$ cat src/rtl/loader_pkg.sv
`default_nettype none
// ============================================================================
//  Module   : loader_pkg
//  Purpose  : Shared types and constants for the instruction loader.
//  Revision : 1.0 - initial release
// ============================================================================
package loader_pkg;

  // Number of stream bytes that make up the big-endian length header.
  localparam int HDR_BYTES = 4;

  // Loader FSM states (explicit 3-bit encoding).
  typedef enum logic [2:0] {
    ST_IDLE = 3'd0,
    ST_HDR  = 3'd1,
    ST_DATA = 3'd2,
    ST_CSUM = 3'd3,
    ST_DONE = 3'd4,
    ST_ERR  = 3'd5
  } state_e;

endpackage
`default_nettype wire

$ cat src/rtl/loader_hdr_shift.sv
`default_nettype none
// ============================================================================
//  Module   : loader_hdr_shift
//  Purpose  : Assembles the 32-bit load length from header bytes, first byte
//             most significant. len_o already includes the byte presented
//             this cycle, so the caller can decide on the last header byte.
//  Revision : 1.0 - initial release
// ============================================================================
module loader_hdr_shift #(
  parameter int D_WIDTH = 8
) (
  input  logic               clk,
  input  logic               rst,
  input  logic               clr_i,
  input  logic               shift_i,
  input  logic [D_WIDTH-1:0] byte_i,
  output logic [31:0]        len_o
);

  logic [31:0] len_q;
  logic [31:0] len_d;

  assign len_d = (len_q << D_WIDTH) | 32'(byte_i);
  assign len_o = len_d;

  // Shift accepted header bytes in from the least significant end.
  always_ff @(posedge clk) begin
    if (rst || clr_i) begin
      len_q <= '0;
    end else if (shift_i) begin
      len_q <= len_d;
    end
  end

endmodule
`default_nettype wire

$ cat src/rtl/instr_loader.sv
`default_nettype none
// ============================================================================
//  Module   : instr_loader
//  Purpose  : Streams a length-prefixed image into instruction memory while
//             holding the CPU in reset. Optional trailing XOR checksum is
//             built when LOADER_CHECKSUM_EN is defined.
//  Revision : 1.0 - initial release
// ============================================================================
module instr_loader
  import loader_pkg::*;
#(
  parameter int A_WIDTH = 32,
  parameter int D_WIDTH = 8,
  parameter int DEPTH   = 2001
) (
  input  logic               clk,
  input  logic               rst,
  input  logic               start,
  input  logic [D_WIDTH-1:0] in_data,
  input  logic               in_valid,
  output logic               in_ready,
  output logic               mem_we,
  output logic [A_WIDTH-1:0] mem_addr,
  output logic [D_WIDTH-1:0] mem_wdata,
  output logic               cpu_hold,
  output logic               load_done,
  output logic               load_err
);

  state_e             state_q, state_d;
  logic [1:0]         hcnt_q, hcnt_d;
  logic [A_WIDTH-1:0] cnt_q, cnt_d;
  logic [A_WIDTH-1:0] n_q, n_d;
  logic               done_q, done_d;
  logic               err_q, err_d;
  logic               hold_q, hold_d;
  logic               we_q, we_d;
  logic [A_WIDTH-1:0] addr_q, addr_d;
  logic [D_WIDTH-1:0] wdata_q, wdata_d;
`ifdef LOADER_CHECKSUM_EN
  logic [D_WIDTH-1:0] csum_q, csum_d;
`endif

  logic        xfer;
  logic        hdr_clr;
  logic        hdr_shift;
  logic [31:0] hdr_len;

  assign in_ready  = (state_q == ST_HDR) || (state_q == ST_DATA) || (state_q == ST_CSUM);
  assign xfer      = in_valid && in_ready;
  assign mem_we    = we_q;
  assign mem_addr  = addr_q;
  assign mem_wdata = wdata_q;
  assign cpu_hold  = hold_q;
  assign load_done = done_q;
  assign load_err  = err_q;

  loader_hdr_shift #(
    .D_WIDTH (D_WIDTH)
  ) u_hdr_shift (
    .clk     (clk),
    .rst     (rst),
    .clr_i   (hdr_clr),
    .shift_i (hdr_shift),
    .byte_i  (in_data),
    .len_o   (hdr_len)
  );

  // Next-state, counter and write-port logic for the load sequence.
  always_comb begin
    state_d   = state_q;
    hcnt_d    = hcnt_q;
    cnt_d     = cnt_q;
    n_d       = n_q;
    done_d    = done_q;
    err_d     = err_q;
    hold_d    = hold_q;
    we_d      = 1'b0;
    addr_d    = addr_q;
    wdata_d   = wdata_q;
    hdr_clr   = 1'b0;
    hdr_shift = 1'b0;
`ifdef LOADER_CHECKSUM_EN
    csum_d    = csum_q;
`endif
    case (state_q)
      ST_HDR: begin
        if (xfer) begin
          hdr_shift = 1'b1;
          hcnt_d    = hcnt_q + 2'd1;
          if (hcnt_q == 2'(HDR_BYTES - 1)) begin
            if (hdr_len > 32'(DEPTH)) begin
              state_d = ST_ERR;
              err_d   = 1'b1;
            end else if (hdr_len == 32'd0) begin
`ifdef LOADER_CHECKSUM_EN
              state_d = ST_CSUM;
`else
              state_d = ST_DONE;
              done_d  = 1'b1;
              hold_d  = 1'b0;
`endif
            end else begin
              state_d = ST_DATA;
              n_d     = A_WIDTH'(hdr_len);
            end
          end
        end
      end
      ST_DATA: begin
        if (xfer) begin
          we_d    = 1'b1;
          addr_d  = cnt_q;
          wdata_d = in_data;
          cnt_d   = cnt_q + A_WIDTH'(1);
`ifdef LOADER_CHECKSUM_EN
          csum_d  = csum_q ^ in_data;
`endif
          if (cnt_q + A_WIDTH'(1) == n_q) begin
`ifdef LOADER_CHECKSUM_EN
            state_d = ST_CSUM;
`else
            state_d = ST_DONE;
            done_d  = 1'b1;
            hold_d  = 1'b0;
`endif
          end
        end
      end
`ifdef LOADER_CHECKSUM_EN
      ST_CSUM: begin
        if (xfer) begin
          if (in_data == csum_q) begin
            state_d = ST_DONE;
            done_d  = 1'b1;
            hold_d  = 1'b0;
          end else begin
            state_d = ST_ERR;
            err_d   = 1'b1;
          end
        end
      end
`endif
      default: begin
        // IDLE, DONE and ERR: only a start request moves the FSM.
        if (start && (state_q == ST_IDLE || state_q == ST_DONE || state_q == ST_ERR)) begin
          state_d = ST_HDR;
          hcnt_d  = 2'd0;
          cnt_d   = '0;
          done_d  = 1'b0;
          err_d   = 1'b0;
          hold_d  = 1'b1;
          hdr_clr = 1'b1;
`ifdef LOADER_CHECKSUM_EN
          csum_d  = '0;
`endif
        end
      end
    endcase
  end

  // State registers; reset wins over start and any transfer.
  always_ff @(posedge clk) begin
    if (rst) begin
      state_q <= ST_IDLE;
      hcnt_q  <= 2'd0;
      cnt_q   <= '0;
      n_q     <= '0;
      done_q  <= 1'b0;
      err_q   <= 1'b0;
      hold_q  <= 1'b1;
      we_q    <= 1'b0;
      addr_q  <= '0;
      wdata_q <= '0;
`ifdef LOADER_CHECKSUM_EN
      csum_q  <= '0;
`endif
    end else begin
      state_q <= state_d;
      hcnt_q  <= hcnt_d;
      cnt_q   <= cnt_d;
      n_q     <= n_d;
      done_q  <= done_d;
      err_q   <= err_d;
      hold_q  <= hold_d;
      we_q    <= we_d;
      addr_q  <= addr_d;
      wdata_q <= wdata_d;
`ifdef LOADER_CHECKSUM_EN
      csum_q  <= csum_d;
`endif
    end
  end

endmodule
`default_nettype wire

$ cat config.mk
export PLATFORM = sky130hd
export DESIGN_NAME = instr_loader
export DESIGN_NICKNAME = d
export VERILOG_FILES = /design/src/rtl/loader_pkg.sv /design/src/rtl/loader_hdr_shift.sv /design/src/rtl/instr_loader.sv
export SDC_FILE = /design/constraint.sdc
export NUM_CORES = 1
export LEC_CHECK = 0
export BUFFER_PORTS_ARGS = -buffer_cell sky130_fd_sc_hd__buf_2
export CAP_MARGIN = 20
export CORE_MARGIN = 5
export CORE_UTILIZATION = 55
export CTS_BUF_LIST = sky130_fd_sc_hd__clkbuf_8 sky130_fd_sc_hd__clkbuf_16
export DETAILED_ROUTE_END_ITERATION = 8
export PLACE_DENSITY_LB_ADDON = 0.08
export SYNTH_ARGS = -nofsm -noshare
export SYNTH_HDL_FRONTEND = slang
export SYNTH_SLANG_ARGS = --single-unit
$ cat constraint.sdc
create_clock -name clk -period 7.5 [get_ports clk]
set_input_delay 1.5 -clock clk [delete_from_list [all_inputs] [get_ports clk]]
set_output_delay 1.5 -clock clk [all_outputs]
set_load 0.02 [all_outputs]
==> results of run 1 <==
[logic make-up (layout without fill, tap and decap cells)]
family / after synthesis / in the layout
adders and majority gates: 2 / 2
muxes: 13 / 13
buffers and inverters: 74 / 96
AOI/OAI and AO/OA: 164 / 164
and+or+nand+nor: 388 / 388
DFF: 137 / 137
xor gates and xnor gates: 40 / 40
[Yosys cell counts, types with 8 or more instances]
master      n  area [µm²]
nor2_1     62       232.7
nor3_1     23       115.1
nand4_1    20       125.1
dfxtp_1   137        2743
mux2i_1    12       120.1
nor4_1     16       100.1
clkbuf_1   47       176.4
nand3_1    21       105.1
buf_4      11       82.58
xnor2_1    24       210.2
and2_1     24       150.1
o21ai_0    27       135.1
a31oi_1     8       50.05
nand2_1   170       638.1
a21oi_1    99       495.5
xor2_1     15       131.4
[cell type report]
class	instances	area [µm²]	share of cell area
clock buffer	19	452.9	0.06245
tap	143	178.9	0.02467
sequential	137	2743	0.3781
inverter	4	15.01	0.002070
clock inverter	13	177.7	0.02450
timing repair buffer	60	310.3	0.04278
multi-input combinational	607	3376	0.4654
[power by group]
part	switching [mW]	internal [mW]
Clock	0.314	0.571
Sequential	0.00296	0.731
Combinational	0.0399	0.0118
[layout by cell type, fill, tap and decap left out, drive strengths merged, types with 2 or more instances in the layout]
| cell type | Yosys | routed |
|---|---|---|
| or3 | 6 | 6 |
| a21o | 3 | 3 |
| nor2 | 62 | 62 |
| or4 | 4 | 4 |
| and4 | 5 | 5 |
| nand2 | 170 | 170 |
| dfxtp | 137 | 137 |
| nand4 | 23 | 23 |
| nand4b | 2 | 2 |
| nor2b | 6 | 6 |
| nor4 | 19 | 19 |
| nor3 | 24 | 24 |
| clkbuf | 48 | 19 |
| nand3 | 22 | 22 |
| inv | 4 | 6 |
| o211ai | 4 | 4 |
| a31oi | 8 | 8 |
| o21ai | 27 | 27 |
| xor2 | 15 | 15 |
| xnor2 | 24 | 24 |
| ha | 2 | 2 |
| and2 | 26 | 26 |
| a311oi | 7 | 7 |
| nor3b | 3 | 3 |
| mux2i | 12 | 12 |
| and3 | 2 | 2 |
| nand2b | 7 | 7 |
| bufinv | 0 | 4 |
| clkinv | 0 | 7 |
| a21oi | 99 | 99 |
| nor4b | 2 | 2 |
| or2 | 2 | 2 |
| o211a | 2 | 2 |
| buf | 22 | 60 |
| a22oi | 3 | 3 |
[worst max-delay path, stage by stage]
cell,delay (ns)
buf_2,0.11
and2_1,0.77
nand4_1,0.93
nor2b_1,0.44
buf_4,0.25
and2_1,0.18
[flip-flops by register name (all words and copies together), names as in the netlist]
register           cells
cnt_q                 32
mem_addr              32
n_q                   32
u_hdr_shift.len_q     24
mem_wdata              8
state_q                3
hcnt_q                 2
cpu_hold               1
load_done              1
load_err               1
mem_we                 1
[worst paths after layout]
| kind | cells past startpoint | end | slack, ns |
|---|---|---|---|
| min | 2 | mem_addr[13]$_SDFFE_PP0P_ | 0.45 |
| min reg2reg | 2 | mem_addr[13]$_SDFFE_PP0P_ | 0.45 |
| max reg2reg | 7 | n_q[26]$_SDFFE_PP0P_ | 4.00 |
| max | 6 | n_q[26]$_SDFFE_PP0P_ | 3.62 |
[per-stage QoR]
stage                     setup slack (ns)    util  hold WS (ns)  total power [mW]  std cells
after floorplan                      4.343       -        0.4360            0.7844        818
after global placement               3.261  0.5769        0.4312            0.7998        950
after detailed placement             3.148  0.5769        0.4377            0.8007        950
after CTS                            3.587  0.6319        0.4475             1.683        982
after global routing                 3.441  0.6325        0.4661             1.726        983
final                                3.621  0.6325        0.4484             1.671        983
[metal layers]
metal,vias up,GRT usage,share of wire
met3,21,0.05683,0.057
met5,-,0,0
met2,193,0.3397,0.45
met1,2685,0.3320,0.47
li1,2838,-,-
met4,0,0.08530,0.015
==> flow_summary.json, run 1 <==
{
  "hold_viol": 0,
  "ys_async_sr_fraction": 0,
  "yosysSeqAreaShare": 0.4251,
  "hold_start": "mem_addr[13]$_SDFFE_PP0P_",
  "place.gp.congestion": 0.9309,
  "portBuffers": 56,
  "yosysWarnings": 0,
  "status": "finished, final reports clean",
  "period_needed_ns": 3.879,
  "cts_resized": 0,
  "maxCapViolations": 0,
  "drtPass1Iterations": 5,
  "rr_startpoint": "state_q[2]$_SDFFE_PP0P_",
  "synthToLayoutAreaGrowth_pct": 12.43,
  "vias_per_cell": 5.836,
  "grt_pass1_wl_mm": 27.02,
  "dpl.hpwl_mm": 10.57,
  "start_util": 0.5626,
  "wl_per_cell_um": 16.20,
  "detail-route-antenna-nets": 0,
  "n_antenna_cell": 0,
  "coreArea_mm2": 0.01147,
  "synth_edf_count": 0,
  "synth_compound_area_frac": 0.1457,
  "cts_sinks": 137,
  "ctsRootBufferMaster": "clkbuf_16",
  "synth_mux_area_frac": 0.02036,
  "die_w_um": 118.3,
  "clk_pin_slew_ns": 0.05,
  "cts_hold_buf": 0,
  "synthesis.nets": 832,
  "fmaxAchievable_mhz": 257.8,
  "grt_max_degree": 93,
  "cp_max_fo": 29,
  "end_kind": "flop",
  "setup_viol": 0,
  "n_fill_cell": 1007,
  "synth_cells": 818,
  "drtIter0Drc": 387,
  "cp.required_ns": 7.81,
  "rows": 39,
  "yosys.area_share.simple": 0.2962,
  "dpl_cell_area_mm2": 0.006615,
  "grt_remaining_overflow": 0,
  "cts_tree": "done",
  "crit_path_start_kind": "input port",
  "max_slew.worst_pin.slew_ns": 0.9837,
  "crit_arrival_ns": 4.19,
  "yosys_register_bits": 137,
  "critPathLaunch": "in_valid",
  "drive_above_1_share": 0.1310,
  "period_share": 0.5172,
  "wl_mm": 15.92,
  "grt_usage": 0.2322,
  "fin_skew_ns": 0.009502,
  "synth_area_mm2": 0.006451,
  "cts.path.max_buffers": 2,
  "hp-class": "flop to flop",
  "vdd.ir_drop.worst_mv": 0.1752,
  "die_y_um": 118.3,
  "synthXorXnorAreaFrac": 0.05663,
  "insertion_delay_ns": 0.42,
  "ios": 57,
  "slew_headroom": 0.3442,
  "slew_viol_final": 0,
  "synth_top_family_by_area": "simple AND/OR/NAND/NOR gates",
  "critical_path_class": "input port to flop",
  "h-tree-depth": 4,
  "drc": 0,
  "synth_flop_cell": "dfxtp_1",
  "post_synth.cell_area_avg_um2": 7.887,
  "rsz0062_at_grt": "false",
  "final_nets": 841,
  "stdcell_area_mm2": 0.007253,
  "antenna_found_initial": 0,
  "cts_inserted_buffers": 17,
  "yosys.area_share.adder": 0.003879,
  "powerDensity_mw_per_mm2": 230.4,
  "vias": 5737,
  "leakage_nw": 2.757,
  "fp.dieArea_mm2": 0.01399,
  "grt_pass1_vias": 5323,
  "setup_tns_ns": 0,
  "post_cts_buffers": 0,
  "yosysUniqueCellTypes": 62
}
Power figures use the tool's default switching activity.
==> run 2, diff against run 1 <==
clock period = 3.65 ns   (was 7.5 ns; I/O delays follow)
==> run 2 against run 1 <==
Against the previous run:
- utilization is essentially flat
- first-iteration DRC count up 52%
- cell count increased by 0.61%
- non-clock buffer count grew 6
- worst hold slack barely moved
- combinational power increased by 120%
- clock-buffer cell count unchanged
- die area unchanged
- via count rose by 1.2%
- sequential power up 110%
- power grew 97%
- critical path type is now flop to flop
- highest routed layer unchanged
==> flow_summary.json, run 2 (synthesized netlist as in run 1, its figures left out) <==
{
  "cts_tree": "done",
  "cts_hold_buf": 0,
  "r2r-end": "cpu_hold$_SDFFE_PP1P_",
  "max_slew.worst_pin.slew_ns": 1.027,
  "detail-route-antenna-nets": 0,
  "hold_start": "mem_addr[3]$_SDFFE_PP0P_",
  "reg2reg_depth": 9,
  "vias": 5806,
  "stdcell_area_mm2": 0.007249,
  "end_kind": "flop",
  "ctsRootBufferMaster": "clkbuf_16",
  "drc": 0,
  "h-tree-depth": 4,
  "powerDensity_mw_per_mm2": 453.8,
  "synthToLayoutAreaGrowth_pct": 12.37,
  "grt_usage": 0.2340,
  "crit_path_start_kind": "flop",
  "hold_path_depth": 2,
  "wl_mm": 16.28,
  "final_cell_mix": "nand2_1, dfxtp_1, a21oi_1",
  "maxCapViolations": 0,
  "critPathLaunch": "cnt_q[0]$_SDFFE_PP0P_",
  "setup_tns_ns": 0,
  "reg2reg_slack_ns": 0.28,
  "cp_max_fo": 10,
  "slew_viol_final": 0,
  "setup_viol": 0,
  "rsz0062_at_grt": "false",
  "drtPass1Iterations": 5,
  "coreArea_mm2": 0.01147,
  "drive_above_1_share": 0.1383,
  "leakage_nw": 2.765,
  "clk_pin_slew_ns": 0.06,
  "rr_startpoint": "cnt_q[0]$_SDFFE_PP0P_",
  "start_util": 0.5626,
  "rows": 39,
  "wl_per_cell_um": 16.46,
  "die_w_um": 118.3,
  "cp.required_ns": 3.97,
  "period_needed_ns": 3.373,
  "die_y_um": 118.3,
  "dpl_cell_area_mm2": 0.006668,
  "hold_viol": 0,
  "antenna_found_initial": 0,
  "place.gp.congestion": 0.9490,
  "cts_sinks": 137,
  "vdd.ir_drop.worst_mv": 0.4492,
  "grt_max_degree": 91,
  "grt_pass1_vias": 5327,
  "fmaxAchievable_mhz": 296.4,
  "cts.path.max_buffers": 2,
  "ios": 57,
  "critical_path_class": "flop to flop",
  "holdPathEnd": "mem_addr[3]$_SDFFE_PP0P_",
  "crit_arrival_ns": 3.69,
  "cts_inserted_buffers": 17,
  "cts_resized": 0,
  "fp.dieArea_mm2": 0.01399,
  "drtIter0Drc": 590,
  "portBuffers": 56,
  "slew_headroom": 0.3154,
  "final_nets": 847,
  "insertion_delay_ns": 0.42,
  "post_cts_buffers": 0,
  "n_fill_cell": 1033,
  "hold_ws_ns": 0.4485,
  "period_share": 0.9242,
  "grt_pass1_wl_mm": 26.94,
  "status": "finished, final reports clean",
  "dpl.hpwl_mm": 10.97,
  "n_antenna_cell": 0,
  "grt_remaining_overflow": 0,
  "layout_commonest_cell": "nand2_1",
  "vias_per_cell": 5.871,
  "fin_skew_ns": 0.007955,
  "hp-class": "flop to flop"
}
==> run 2: cell types whose count changed in the layout (fill, tap and decap cells not counted), sizes merged <==
cell | before | now
buf | 60 | 66
clkinv | 7 | 10
bufinv | 4 | 2
inv | 6 | 5
==> run 2: per-stage QoR <==
| stage | worst slack [ns] | power (mW) | cells | utilization |
|---|---|---|---|---|
| after floorplan | 0.8285 | 1.612 | 818 | - |
| after CTS | 0.3652 | 3.311 | 989 | 0.6322 |
| after detailed placement | 0.3786 | 1.654 | 957 | 0.5815 |
| final | 0.2766 | 3.290 | 989 | 0.6322 |
| after global placement | 0.5688 | 1.651 | 957 | 0.5815 |
| after global routing | 0.1662 | 3.395 | 989 | 0.6322 |
==> run 2: routing by layer <==
metal	track usage	part of all wire	up-vias
met5	0	0	-
met4	0.07599	0.016	0
met3	0.06113	0.061	27
met2	0.3534	0.46	198
met1	0.3271	0.47	2739
li1	-	-	2842
==> run 2: worst max-delay path by stage <==
stage | to | depth (start not counted)
3_3_place_gp | cpu_hold$_SDFFE_PP1P_ | 9
5_1_grt | cpu_hold$_SDFFE_PP1P_ | 9
6_report | cpu_hold$_SDFFE_PP1P_ | 9
4_1_cts | cpu_hold$_SDFFE_PP1P_ | 9
3_5_place_dp | cpu_hold$_SDFFE_PP1P_ | 9
2_1_floorplan | cpu_hold$_SDFFE_PP1P_ | 9
==> run 2: report_power, final <==
group          total [mW]  switching [mW]  internal (mW)
clock                1.67           0.634           1.03
sequential           1.51         0.00641           1.50
combinational       0.114          0.0864         0.0275
total                3.29           0.727           2.56
==> run 2: critical path, stage by stage (launching register included) <==
cell and delay, ns:
dfxtp_1 0.52, ha_1 0.35, nand3_2 0.24, or4_4 0.65, or2_2 0.36, xnor2_1 0.14, nor4_1 0.37, nand4_1 0.22
a21o_1 0.23, a21o_1 0.17
==> run 2: cell type report <==
cell class | instances | area (µm²) | share of cell area
well taps | 143 | 178.9 | 0.02468
flip-flops and latches | 137 | 2743 | 0.3783
clock inverters | 13 | 128.9 | 0.01778
clock buffers | 19 | 452.9 | 0.06248
repair buffers | 66 | 355.3 | 0.04902
inverters | 4 | 15.01 | 0.002071
multi-input cells | 607 | 3376 | 0.4657
